## src/rtl/pipe_mux.sv

```systemverilog
// pipe_mux: registered N-input, WIDTH-bit select stage with a valid/ready
// handshake and a two-entry skid buffer (main + skid register).
//
// The main register drives the outputs directly. The skid register absorbs
// the one beat that can arrive while the downstream is stalled. Because
// in_ready comes only from registered state (and flush), the stage breaks
// the combinational ready path.
//
// Ports:
//   clk, rst_n      clock, asynchronous active-low reset
//   in_flat         N packed inputs, input k at [k*WIDTH +: WIDTH]
//   sel             input select, sampled together with in_valid
//   in_valid/ready  upstream handshake
//   flush           synchronous discard of every held beat
//   out_data        selected data (zero when sel >= N)
//   out_sel_err     sideband flag: this beat had sel >= N
//   out_valid/ready downstream handshake
//   err_count       saturating count of accepted out-of-range selects
module pipe_mux #(
  parameter int WIDTH = 32,
  parameter int N     = 3,
  parameter int SELW  = (N > 1) ? $clog2(N) : 1
) (
  input  logic                 clk,
  input  logic                 rst_n,
  input  logic [N*WIDTH-1:0]   in_flat,
  input  logic [SELW-1:0]      sel,
  input  logic                 in_valid,
  output logic                 in_ready,
  input  logic                 flush,
  output logic [WIDTH-1:0]     out_data,
  output logic                 out_sel_err,
  output logic                 out_valid,
  input  logic                 out_ready,
  output logic [7:0]           err_count
);

  // One extra bit so that N = 2**SELW still fits in the limit constant.
  localparam logic [SELW:0] N_LIM = (SELW + 1)'(N);

  // Encoding is the {skid_valid, main_valid} pair.
  typedef enum logic [1:0] {
    EMPTY = 2'b00,
    ONE   = 2'b01,
    TWO   = 2'b11
  } state_t;

  function automatic logic [WIDTH-1:0] mux_sel(input logic [N*WIDTH-1:0] flat,
                                               input logic [SELW-1:0]    s);
    logic [WIDTH-1:0] r;
    r = '0;
    // Explicit compare per input keeps out-of-range selects at zero instead
    // of indexing past the packed vector.
    for (int k = 0; k < N; k++) begin
      if (s == SELW'(k)) r = flat[k*WIDTH +: WIDTH];
    end
    return r;
  endfunction

  function automatic logic [7:0] sat_inc(input logic [7:0] c);
    return (c == 8'hFF) ? c : c + 8'd1;
  endfunction

  state_t           state, state_n;
  logic [WIDTH-1:0] beat_data_p0;
  logic             beat_err_p0;
  logic [WIDTH-1:0] data_p1, skid_data_p1;
  logic             err_p1, skid_err_p1;
  logic             accept, pop;
  logic             ld_main_beat, ld_main_skid, ld_skid_beat;
  logic [7:0]       err_cnt;

  // ---- stage p0: select the incoming beat ----
  assign beat_data_p0 = mux_sel(in_flat, sel);
  assign beat_err_p0  = ({1'b0, sel} >= N_LIM);

  assign in_ready  = (state != TWO) && !flush;
  assign out_valid = (state != EMPTY);
  assign accept    = in_valid && in_ready;
  assign pop       = out_valid && out_ready;

  always_comb begin
    state_n      = state;
    ld_main_beat = 1'b0;
    ld_main_skid = 1'b0;
    ld_skid_beat = 1'b0;
    if (flush) begin
      // A concurrent pop still completes; accept is already blocked.
      state_n = EMPTY;
    end else begin
      case (state)
        EMPTY: begin
          if (accept) begin
            state_n      = ONE;
            ld_main_beat = 1'b1;
          end
        end
        ONE: begin
          if (accept && pop) begin
            ld_main_beat = 1'b1;
          end else if (accept) begin
            state_n      = TWO;
            ld_skid_beat = 1'b1;
          end else if (pop) begin
            state_n = EMPTY;
          end
        end
        TWO: begin
          if (pop) begin
            state_n      = ONE;
            ld_main_skid = 1'b1;
          end
        end
        default: state_n = EMPTY;
      endcase
    end
  end

  always_ff @(posedge clk or negedge rst_n) begin
    if (!rst_n) state <= EMPTY;
    else        state <= state_n;
  end

  // ---- stage p1: main and skid registers ----
  // Main data is reset because out_data must read zero while in reset.
  always_ff @(posedge clk or negedge rst_n) begin
    if (!rst_n) begin
      data_p1 <= '0;
      err_p1  <= 1'b0;
    end else if (ld_main_beat) begin
      data_p1 <= beat_data_p0;
      err_p1  <= beat_err_p0;
    end else if (ld_main_skid) begin
      data_p1 <= skid_data_p1;
      err_p1  <= skid_err_p1;
    end
  end

  always_ff @(posedge clk or negedge rst_n) begin
    if (!rst_n) begin
      skid_data_p1 <= '0;
      skid_err_p1  <= 1'b0;
    end else if (ld_skid_beat) begin
      skid_data_p1 <= beat_data_p0;
      skid_err_p1  <= beat_err_p0;
    end
  end

  // Survives flush; only reset clears it.
  always_ff @(posedge clk or negedge rst_n) begin
    if (!rst_n)                      err_cnt <= 8'd0;
    else if (accept && beat_err_p0)  err_cnt <= sat_inc(err_cnt);
  end

  assign out_data    = data_p1;
  assign out_sel_err = err_p1;
  assign err_count   = err_cnt;

endmodule

```

## config.mk

```make
export PLATFORM = sky130hd
export DESIGN_NAME = pipe_mux
export DESIGN_NICKNAME = d
export VERILOG_FILES = /design/src/rtl/pipe_mux.sv
export SDC_FILE = /design/constraint.sdc
export NUM_CORES = 1
export LEC_CHECK = 0
export BUFFER_PORTS_ARGS = -buffer_cell sky130_fd_sc_hd__buf_2
export CORE_ASPECT_RATIO = 0.6
export CORE_UTILIZATION = 46
export CTS_BUF_LIST = sky130_fd_sc_hd__clkbuf_4 sky130_fd_sc_hd__clkbuf_8 sky130_fd_sc_hd__clkbuf_16
export CTS_CLUSTER_SIZE = 16
export DETAILED_ROUTE_END_ITERATION = 6
export PLACE_DENSITY = 0.77
export SYNTH_ARGS = -nofsm -noshare
export SYNTH_HDL_FRONTEND = slang
export SYNTH_SLANG_ARGS = --single-unit
```

## constraint.sdc

```tcl
create_clock -name clk -period 2.22 [get_ports clk]
set_input_delay 0.333 -clock clk [delete_from_list [all_inputs] [get_ports clk]]
set_output_delay 0.333 -clock clk [all_outputs]
set_load 0.01 [all_outputs]
```

==> impl_metrics.toml, run 1 <==
[worst_setup_path]
end_kind = "register"
path_class = "register to register"
start_kind = "register"
critPathMaxFanout = 16
max_stage_delay_ps = 720
cp.arrival_ps = 2340
crit_slowest_cell = "a31oi_2"
required_ps = 2480
crit_chain = "inv_1, ha_1, a21o_1, a31oi_2, a221o_1"

[logic_synthesis]
yosysMostFrequentCell = "dfrtp_1"
syn_area_um2 = 3740
yosysTopAreaCellShare = 0.508
synth_area_leaders = "dfrtp_1 (51%), mux2i_1 (8.8%), o21ai_0 (7.9%), a22oi_1 (5.2%), nand2_1 (3.8%)"
synth_top_cell_by_area = "dfrtp_1"
synth_flop_cell = "dfrtp_1"
ys_seq_area_frac = 0.508
synth_seq_cells = 76
synth_cells = 379
synth-edff-count = 0
syn_nets = 487
yosys_warnings = 0
netlist-cell-type-count = 37
synthTopCellsByCount = "dfrtp_1 (76), o21ai_0 (59), nand2_1 (38), nor2_1 (34), mux2i_1 (33)"
syn_area_per_cell_um2 = 9.87
async_reset_ff_frac = 1.00

[place]
placed_area_um2 = 4560
place.gp.congestion = 0.819
dpl.hpwl_um = 6570
portBuffers = 145

[global_route]
grt_pass1_vias = 3232
grt_antenna_before_repair = 0
grt_pass1_wl_um = 15700
grt_overflow = 0
grt_max_degree = 77
gr-usage-all-layers = 0.236

[clocking]
holdBufCountCts = 0
cts_tree = "yes"
cts_buffers = 9
postCtsSetupBuffers = 0
clk_pin_slew_ps = 60
htreeDepth = 3
clock-sinks = 76
worstSkewPairLatency_ps = 330
clockRootBuffer = "clkbuf_16"
cts_resized = 0
clockBufferDepth = 2

[power_and_ir_drop]
powerDensity_nw_per_um2 = 1090
totalPowerFinal_mw = 5.30
ir_worst_vdd_mv = 0.470
leakage_nw = 2.47

[timing]
rsz0062_at_grt = "no"
setup_viol = 0
drv_slew = 0
worst_pin_slew_ps = 955
post-route-min-period_ps = 2080
final.period_utilization = 0.938
fin_skew_ps = 3.53
relSlewSlack = 0.361
setup-tns-final_ps = 0
max_clock_freq_mhz = 480
hold_violations = 0

[routing]
drc_errors = 0
viasPerCell = 5.41
drt_iter0_markers = 288
num_vias = 3395
wl_per_cell_um = 15.4
ant_nets = 0
detailedRoute.firstPassIterationCount = 5
totalWireLength_um = 9690

[final_layout]
final_nets = 623
stdcell_area_um2 = 4840
drive_gt1_frac = 0.339
syn2layout_area_growth_pct = 29.4
diodes = 0

[outcome]
outcome = "completed"

[floorplan]
pin_count = 146
die_w_um = 118
core_um2 = 7880
rows = 25
fp.dieH_um = 71.9
dieArea_um2 = 8510
initial_utilization = 0.475

[worst_hold_path]
hp-class = "input pin to asynchronous set/reset pin"

[run]
cap_violations = 0
[routing by layer]
metal	global-route usage	part of all wire	up-vias
li1	-	-	1633
met1	0.317	0.45	1622
met2	0.385	0.47	132
met3	0.0685	0.072	8
met4	0.0506	0.0067	0
met5	0	0	-
[logic make-up (layout without fill, tap and decap cells)]
kind of cell | Yosys count | after routing | share of synthesized area
buf+inv | 32 | 171 | 0.0415
simple gates | 94 | 94 | 0.109
flops | 76 | 76 | 0.508
compound gates | 132 | 133 | 0.219
fa+ha+maj | 5 | 5 | 0.0167
mux | 35 | 35 | 0.0943
xor+xnor | 5 | 5 | 0.0117
[per-stage QoR]
step	std cells	setup slack [ps]	utilization	hold slack, ps
floorplan	379	406	-	37.4
global placement	611	146	0.579	461
detailed placement	611	58.8	0.579	472
CTS	626	42.2	0.613	185
global route	627	19.9	0.614	237
finish	627	138	0.614	132
[layout by cell type, fill, tap and decap left out, drive strengths merged, types with 2 or more instances in the layout]
cell type	netlist	layout
nor2	35	35
clkinv	0	2
a31oi	1	2
o21ai	59	59
a221o	7	7
nand3	4	4
xor2	5	5
mux2	2	2
nand4	2	2
buf	17	153
dfrtp	76	76
a2bb2oi	6	6
ha	5	5
a22oi	26	26
nand2b	3	3
clkbuf	12	9
a21oi	26	26
clkinvlp	0	3
inv	3	4
nand2	38	38
mux2i	33	33
nor3	6	6
[power breakdown]
group | switching, mW | internal (mW) | total [mW] | leakage, nW
registers | 0.372 | 1.98 | 2.35 | 0.980
clock network | 0.545 | 0.749 | 1.29 | 0.124
logic | 0.915 | 0.740 | 1.66 | 1.37
[final timing paths]
path | startpoint | end | slack (ps) | depth (start not counted)
setup / recovery | state[0] | out_data[4] | 140 | 5
hold / removal | rst_n | out_data[20] | 130 | 1
setup reg to reg | state[0] | out_data[4] | 140 | 5
hold reg to reg | skid_data_p1[29] | skid_data_p1[29] | 480 | 2
max in group asynchronous | rst_n | err_count[3] | 1470 | 1
min in group clk | in_flat[89] | out_data[25] | 300 | 3
[sequential cells by signal (all words and copies together), names as in the netlist]
name,count
err_count,8
out_data,32
out_sel_err,1
skid_data_p1,32
skid_err_p1,1
state,2
[critical path: cells and delay by family, from the launching register on]
kind	cells	cell delay [ps]
DFF	1	390
buffers and inverters	1	80
adders and majority gates	1	280
AOI/OAI and AO/OA	3	1260
[layout make-up]
class | count | area (um^2)
Clock buffer | 9 | 225
Inverter | 3 | 11.3
Fill cell | 694 | 3040
Multi-Input combinational cell | 272 | 1720
Timing Repair Buffer | 153 | 813
Clock inverter | 6 | 41.3
Tap cell | 108 | 135
Sequential cell | 76 | 1900
Power figures use the tool's default switching activity.
==> inputs of run 2 (changes only) <==
--- a/config.mk
+++ b/config.mk
@@ -5,13 +5,14 @@
 export SDC_FILE = /design/constraint.sdc
 export NUM_CORES = 1
 export LEC_CHECK = 0
+export ABC_AREA = 1
 export BUFFER_PORTS_ARGS = -buffer_cell sky130_fd_sc_hd__buf_2
 export CORE_ASPECT_RATIO = 0.6
 export CORE_UTILIZATION = 46
 export CTS_BUF_LIST = sky130_fd_sc_hd__clkbuf_4 sky130_fd_sc_hd__clkbuf_8 sky130_fd_sc_hd__clkbuf_16
 export CTS_CLUSTER_SIZE = 16
 export DETAILED_ROUTE_END_ITERATION = 6
-export PLACE_DENSITY = 0.77
+export PLACE_DENSITY = 0.76
 export SYNTH_ARGS = -nofsm -noshare
 export SYNTH_HDL_FRONTEND = slang
 export SYNTH_SLANG_ARGS = --single-unit
==> impl_metrics.toml, run 2 <==
[logic_synthesis]
syn_area_per_cell_um2 = 7.28
synth_fa_ha_area_frac = 0.0155
synth_xor_area_frac = 0.00866
ys_seq_area_frac = 0.470
synth_top_family_by_area = "simple AND/OR/NAND/NOR gates"
synth_mux_area_frac = 0
synth_cells = 556
syn_area_um2 = 4050
syn_nets = 664
synth-edff-count = 0
async_reset_ff_frac = 1.00
yosysTopAreaCellShare = 0.470
netlist-cell-type-count = 20
synth_area_leaders = "dfrtp_1 (47%), nand2_1 (27%), nand3_1 (8.7%), nand4_1 (5.3%), buf_2 (2.6%)"
synth_seq_cells = 76
yosysMostFrequentCell = "nand2_1"
synth_top_cell_by_area = "dfrtp_1"
synthTopCellsByCount = "nand2_1 (291), dfrtp_1 (76), nand3_1 (70), nand4_1 (34), buf_2 (21)"
synth_flop_cell = "dfrtp_1"
synth_compound_area_frac = 0.00866
yosys_warnings = 0
synth_simple_gate_area_share = 0.439

[final_layout]
syn2layout_area_growth_pct = 28.9
fillers = 758
diodes = 0
drive_gt1_frac = 0.269
final_nets = 805
utilization = 0.612
final_common_cell = "nand2_1"
final_cell_mix = "nand2_1 (291), buf_2 (144), dfrtp_1 (76)"

[place]
portBuffers = 145
dpl.hpwl_um = 7930
place.gp.congestion = 0.883

[global_route]
grt_pass1_wl_um = 17700
grt_antenna_before_repair = 0
grt_pass1_vias = 3812
grt_max_degree = 50
gr-usage-all-layers = 0.253
grt_overflow = 0

[routing]
drt_iter0_markers = 380
num_vias = 4201
drc_errors = 0
wl_per_cell_um = 13.8
detailedRoute.firstPassIterationCount = 5
ant_nets = 0
totalWireLength_um = 11200
viasPerCell = 5.16

[timing]
post-route-min-period_ps = 1780
fin_skew_ps = 4.70
setup_viol = 0
rsz0062_at_grt = "no"
final.period_utilization = 0.801
max_clock_freq_mhz = 562
relSlewSlack = 0.582
worst_pin_slew_ps = 627
hold_violations = 0
setup-tns-final_ps = 0
drv_slew = 0

[worst_setup_path]
path_class = "register to register"
end_kind = "register"
critPathMaxFanout = 33
rr_startpoint = "state[0]"
r2r_slack_ps = 440
cp.arrival_ps = 2050
timing.rr.end = "out_data[18]"
reg2regPathDepth = 7
required_ps = 2490
start_kind = "register"

[worst_hold_path]
hp-class = "input pin to asynchronous set/reset pin"

[floorplan]
dieArea_um2 = 9190
fp.dieH_um = 74.7
rows = 26
initial_utilization = 0.475
core_um2 = 8520
die_w_um = 123
pin_count = 146

[clocking]
clockRootBuffer = "clkbuf_16"
worstSkewPairLatency_ps = 330
clockBufferDepth = 2
clk_pin_slew_ps = 60
cts_tree = "yes"
holdBufCountCts = 0
clock-sinks = 76
cts_buffers = 9
postCtsSetupBuffers = 0
htreeDepth = 3
cts_resized = 0

[power_and_ir_drop]
leakage_nw = 2.90
intPower_mw = 3.89
ir_worst_vdd_mv = 0.434
pwr-share-clk = 0.284
p_sw_frac = 0.345
powerDensity_nw_per_um2 = 1140
comb_power_share = 0.305
power_frac_seq = 0.411
p_sw_mw = 2.05

[outcome]
outcome = "completed"

[run]
cap_violations = 0
run 2: routing by layer:
layer  share of wire  vias up  GRT usage
met3           0.087        9     0.0659
met1            0.44     1930      0.317
li1                -     2070          -
met2            0.47      192      0.439
met5               0        -          0
met4          0.0073        0     0.0723
run 2: cell type report:
class                      count  area (um^2)  area share
sequential                    76         1900       0.364
clock buffer                  10          233      0.0446
multi-input combinational    430         1920       0.367
timing repair buffer         160          841       0.161
clock inverter                 6          111      0.0213
inverter                      20         75.1      0.0144
tap                          112          140      0.0269
run 2: cell families after synthesis:
| family | count (synthesis) |
|---|---|
| flip-flops | 76 |
| AO/OA/AOI/OAI | 7 |
| AND/OR/NAND/NOR | 414 |
| buffers and inverters | 50 |
| adder cells (fa/ha/maj) | 5 |
| XOR/XNOR | 4 |
run 2: worst max path at each step:
| stage | startpoint | slack [ps] | end |
|---|---|---|---|
| floorplan | state[0] | 670 | out_data[10] |
| global placement | state[0] | 520 | skid_err_p1 |
| detailed placement | state[0] | 450 | out_data[15] |
| CTS | state[0] | 440 | out_data[15] |
| global route | state[0] | 300 | err_count[5] |
| finish | state[0] | 440 | out_data[18] |
run 2: critical path, stage by stage (launching register included):
cell     delay (ps)
dfrtp_1         390
inv_1            80
ha_1            250
nor2_4          200
nand3_2         100
inv_2           460
nand2_1         120
nand3_1         110
run 2: power groups by stage:
stage | combinational, mW | sequential, mW | clock [mW]
finish | 1.82 | 2.44 | 1.69
global route | 2.06 | 2.52 | 1.75
CTS | 1.84 | 2.43 | 1.71
detailed placement | 1.83 | 2.45 | 0
global placement | 1.74 | 2.43 | 0
floorplan | 0.940 | 2.54 | 0
run 2: through the flow:
stage	worst slack, ps	instances	power, mW	hold slack [ps]	area, um^2
after detailed placement	451	798	4.28	391	4870
after CTS	436	814	5.97	38.0	5220
final	441	814	5.94	14.6	5220
after global routing	296	814	6.33	60.6	5220
after floorplan	674	556	3.48	37.4	4050
after global placement	524	798	4.17	389	4870
==> inputs of run 3 (changes only) <==
==> config.mk (replaced) <==
export PLATFORM = sky130hd
export DESIGN_NAME = pipe_mux
export DESIGN_NICKNAME = d
export VERILOG_FILES = /design/src/rtl/pipe_mux.sv
export SDC_FILE = /design/constraint.sdc
export NUM_CORES = 1
export LEC_CHECK = 0
export ABC_AREA = 0
export BUFFER_PORTS_ARGS = -buffer_cell sky130_fd_sc_hd__buf_2
export CORE_ASPECT_RATIO = 0.6
export CORE_UTILIZATION = 44
export CTS_BUF_LIST = sky130_fd_sc_hd__clkbuf_4 sky130_fd_sc_hd__clkbuf_8 sky130_fd_sc_hd__clkbuf_16
export CTS_CLUSTER_SIZE = 16
export DETAILED_ROUTE_END_ITERATION = 6
export PLACE_DENSITY = 0.77
export SYNTH_ARGS = -nofsm -noshare
export SYNTH_HDL_FRONTEND = slang
export SYNTH_SLANG_ARGS = --single-unit
==> constraint.sdc (replaced) <==
create_clock -name clk -period 1.6 [get_ports clk]
set_input_delay 0.24 -clock clk [delete_from_list [all_inputs] [get_ports clk]]
set_output_delay 0.24 -clock clk [all_outputs]
set_load 0.01 [all_outputs]
==> impl_metrics.toml, run 3 (synthesized netlist as in run 1, its figures left out) <==
[global_route]
grt_overflow = 0
gr-usage-all-layers = 0.284
grt_pass1_wl_um = 18800
grt_max_degree = 40
grt_pass1_vias = 3738
grt_antenna_before_repair = 0

[floorplan]
dieArea_um2 = 8890
core_um2 = 8070
die_w_um = 121
initial_utilization = 0.464
pin_count = 146
fp.dieH_um = 73.4
rows = 25

[worst_setup_path]
rr_startpoint = "state[0]"
path_class = "register to register"
timing.rr.end = "skid_data_p1[9]"
start_kind = "register"
cp.arrival_ps = 2060
critPathMaxFanout = 5
required_ps = 1830
reg2regPathDepth = 9
end_kind = "register"
r2r_slack_ps = -230

[timing]
worst_pin_slew_ps = 472
drv_slew = 0
setup_viol = 76
max_clock_freq_mhz = 548
hold_slack_ps = 193
fin_skew_ps = 8.40
setup_ws_ps = -226
relSlewSlack = 0.685
post-route-min-period_ps = 1830
hold_violations = 0
rsz0062_at_grt = "yes"
final.period_utilization = 1.14

[power_and_ir_drop]
power_frac_seq = 0.379
totalPowerFinal_mw = 9.23
powerDensity_nw_per_um2 = 1510
p_sw_frac = 0.379
p_sw_mw = 3.50
intPower_mw = 5.73
leakage_nw = 2.98
ir_worst_vdd_mv = 0.764
comb_power_share = 0.408
pwr-share-clk = 0.213

[routing]
drc_errors = 0
num_vias = 4003
drt_iter0_markers = 239
viasPerCell = 5.89
ant_nets = 0
totalWireLength_um = 13900
detailedRoute.firstPassIterationCount = 7
wl_per_cell_um = 20.4

[final_layout]
fillers = 501
final_nets = 675
final_cells = 680
syn2layout_area_growth_pct = 63.7
drive_gt1_frac = 0.552
final_cell_mix = "buf_2 (143), dfrtp_1 (75), o21ai_1 (34)"
diodes = 0
final_common_cell = "buf_2"

[clocking]
worstSkewPairLatency_ps = 350
clock-sinks = 76
cts_buffers = 9
clockBufferDepth = 2
clockRootBuffer = "clkbuf_16"
clk_pin_slew_ps = 70
cts_tree = "yes"
htreeDepth = 3

[run]
cap_violations = 0

[worst_hold_path]
min_from = "in_flat[85]"
hp-class = "input pin to register"
hold_end = "skid_data_p1[21]"
hold_depth = 3

[place]
dp_cells = 629
place.gp.congestion = 0.762
portBuffers = 145
dpl.hpwl_um = 7280

[outcome]
outcome = "complete, but fails checks"
violations = "negative setup slack"
run 3: power by group through the flow:
stage	combinational (mW)	clock, mW	sequential [mW]
finish	3.77	1.96	3.50
global route	4.03	2.04	3.57
CTS	2.96	1.96	3.24
detailed placement	2.53	0	3.27
global placement	2.40	0	3.24
floorplan	1.18	0	3.40
run 3: how the worst max path moves through the flow:
stage               cells after the start               to  slack (ps)  startpoint
floorplan                               5     err_count[7]        -100    state[0]
global placement                        5      out_data[0]        -390    state[0]
detailed placement                      6      out_data[8]        -470    state[0]
CTS                                     7      out_sel_err        -240    state[0]
global route                            9  skid_data_p1[9]        -300    state[0]
finish                                  9  skid_data_p1[9]        -230    state[0]
run 3: metrics by stage:
| step | area (um^2) | setup slack (ps) | TNS [ps] | util |
|---|---|---|---|---|
| after floorplan | 3780 | -104 | -1730 | - |
| after global routing | 6130 | -299 | -18540 | 0.759 |
| after global placement | 4760 | -392 | -15580 | 0.590 |
| final | 6130 | -226 | -13530 | 0.759 |
| after detailed placement | 4760 | -474 | -19450 | 0.590 |
| after CTS | 5520 | -238 | -11470 | 0.684 |
run 3: routing by layer:
metal / part of all wire / vias to the layer above / global-route usage
li1: - / 1782 / -
met1: 0.41 / 1955 / 0.375
met2: 0.48 / 237 / 0.467
met3: 0.093 / 29 / 0.0699
met4: 0.019 / 0 / 0.0878
met5: 0 / - / 0
run 3: repair_timing:
action | in CTS | in global routing
pin swaps | 22 | 59
gates resized for setup | 66 | 131
setup endpoints to repair | 75 | 78
hold buffers | 1 | 0
buffers inserted | 16 | 3
gates cloned | 10 | 6
hold endpoints to repair | 23 | 0
run 3: cell type report:
type | count | area [um^2] | share of cell area
clock buffers | 9 | 225 | 0.0368
clock inverters | 7 | 58.8 | 0.00960
inverters | 3 | 11.3 | 0.00184
multi-input cells | 275 | 2280 | 0.372
flip-flops and latches | 76 | 1900 | 0.311
well taps | 108 | 135 | 0.0221
repair buffers | 202 | 1520 | 0.247
run 3: worst max-delay path: stages (launching register included):
cell and delay (ps):
dfrtp_2 440, buf_6 130, ha_4 160, nor2_4 130, buf_6 120, nand4_1 200
buf_6 240, clkbuf_16 170, nand2_2 50, o21ai_1 60
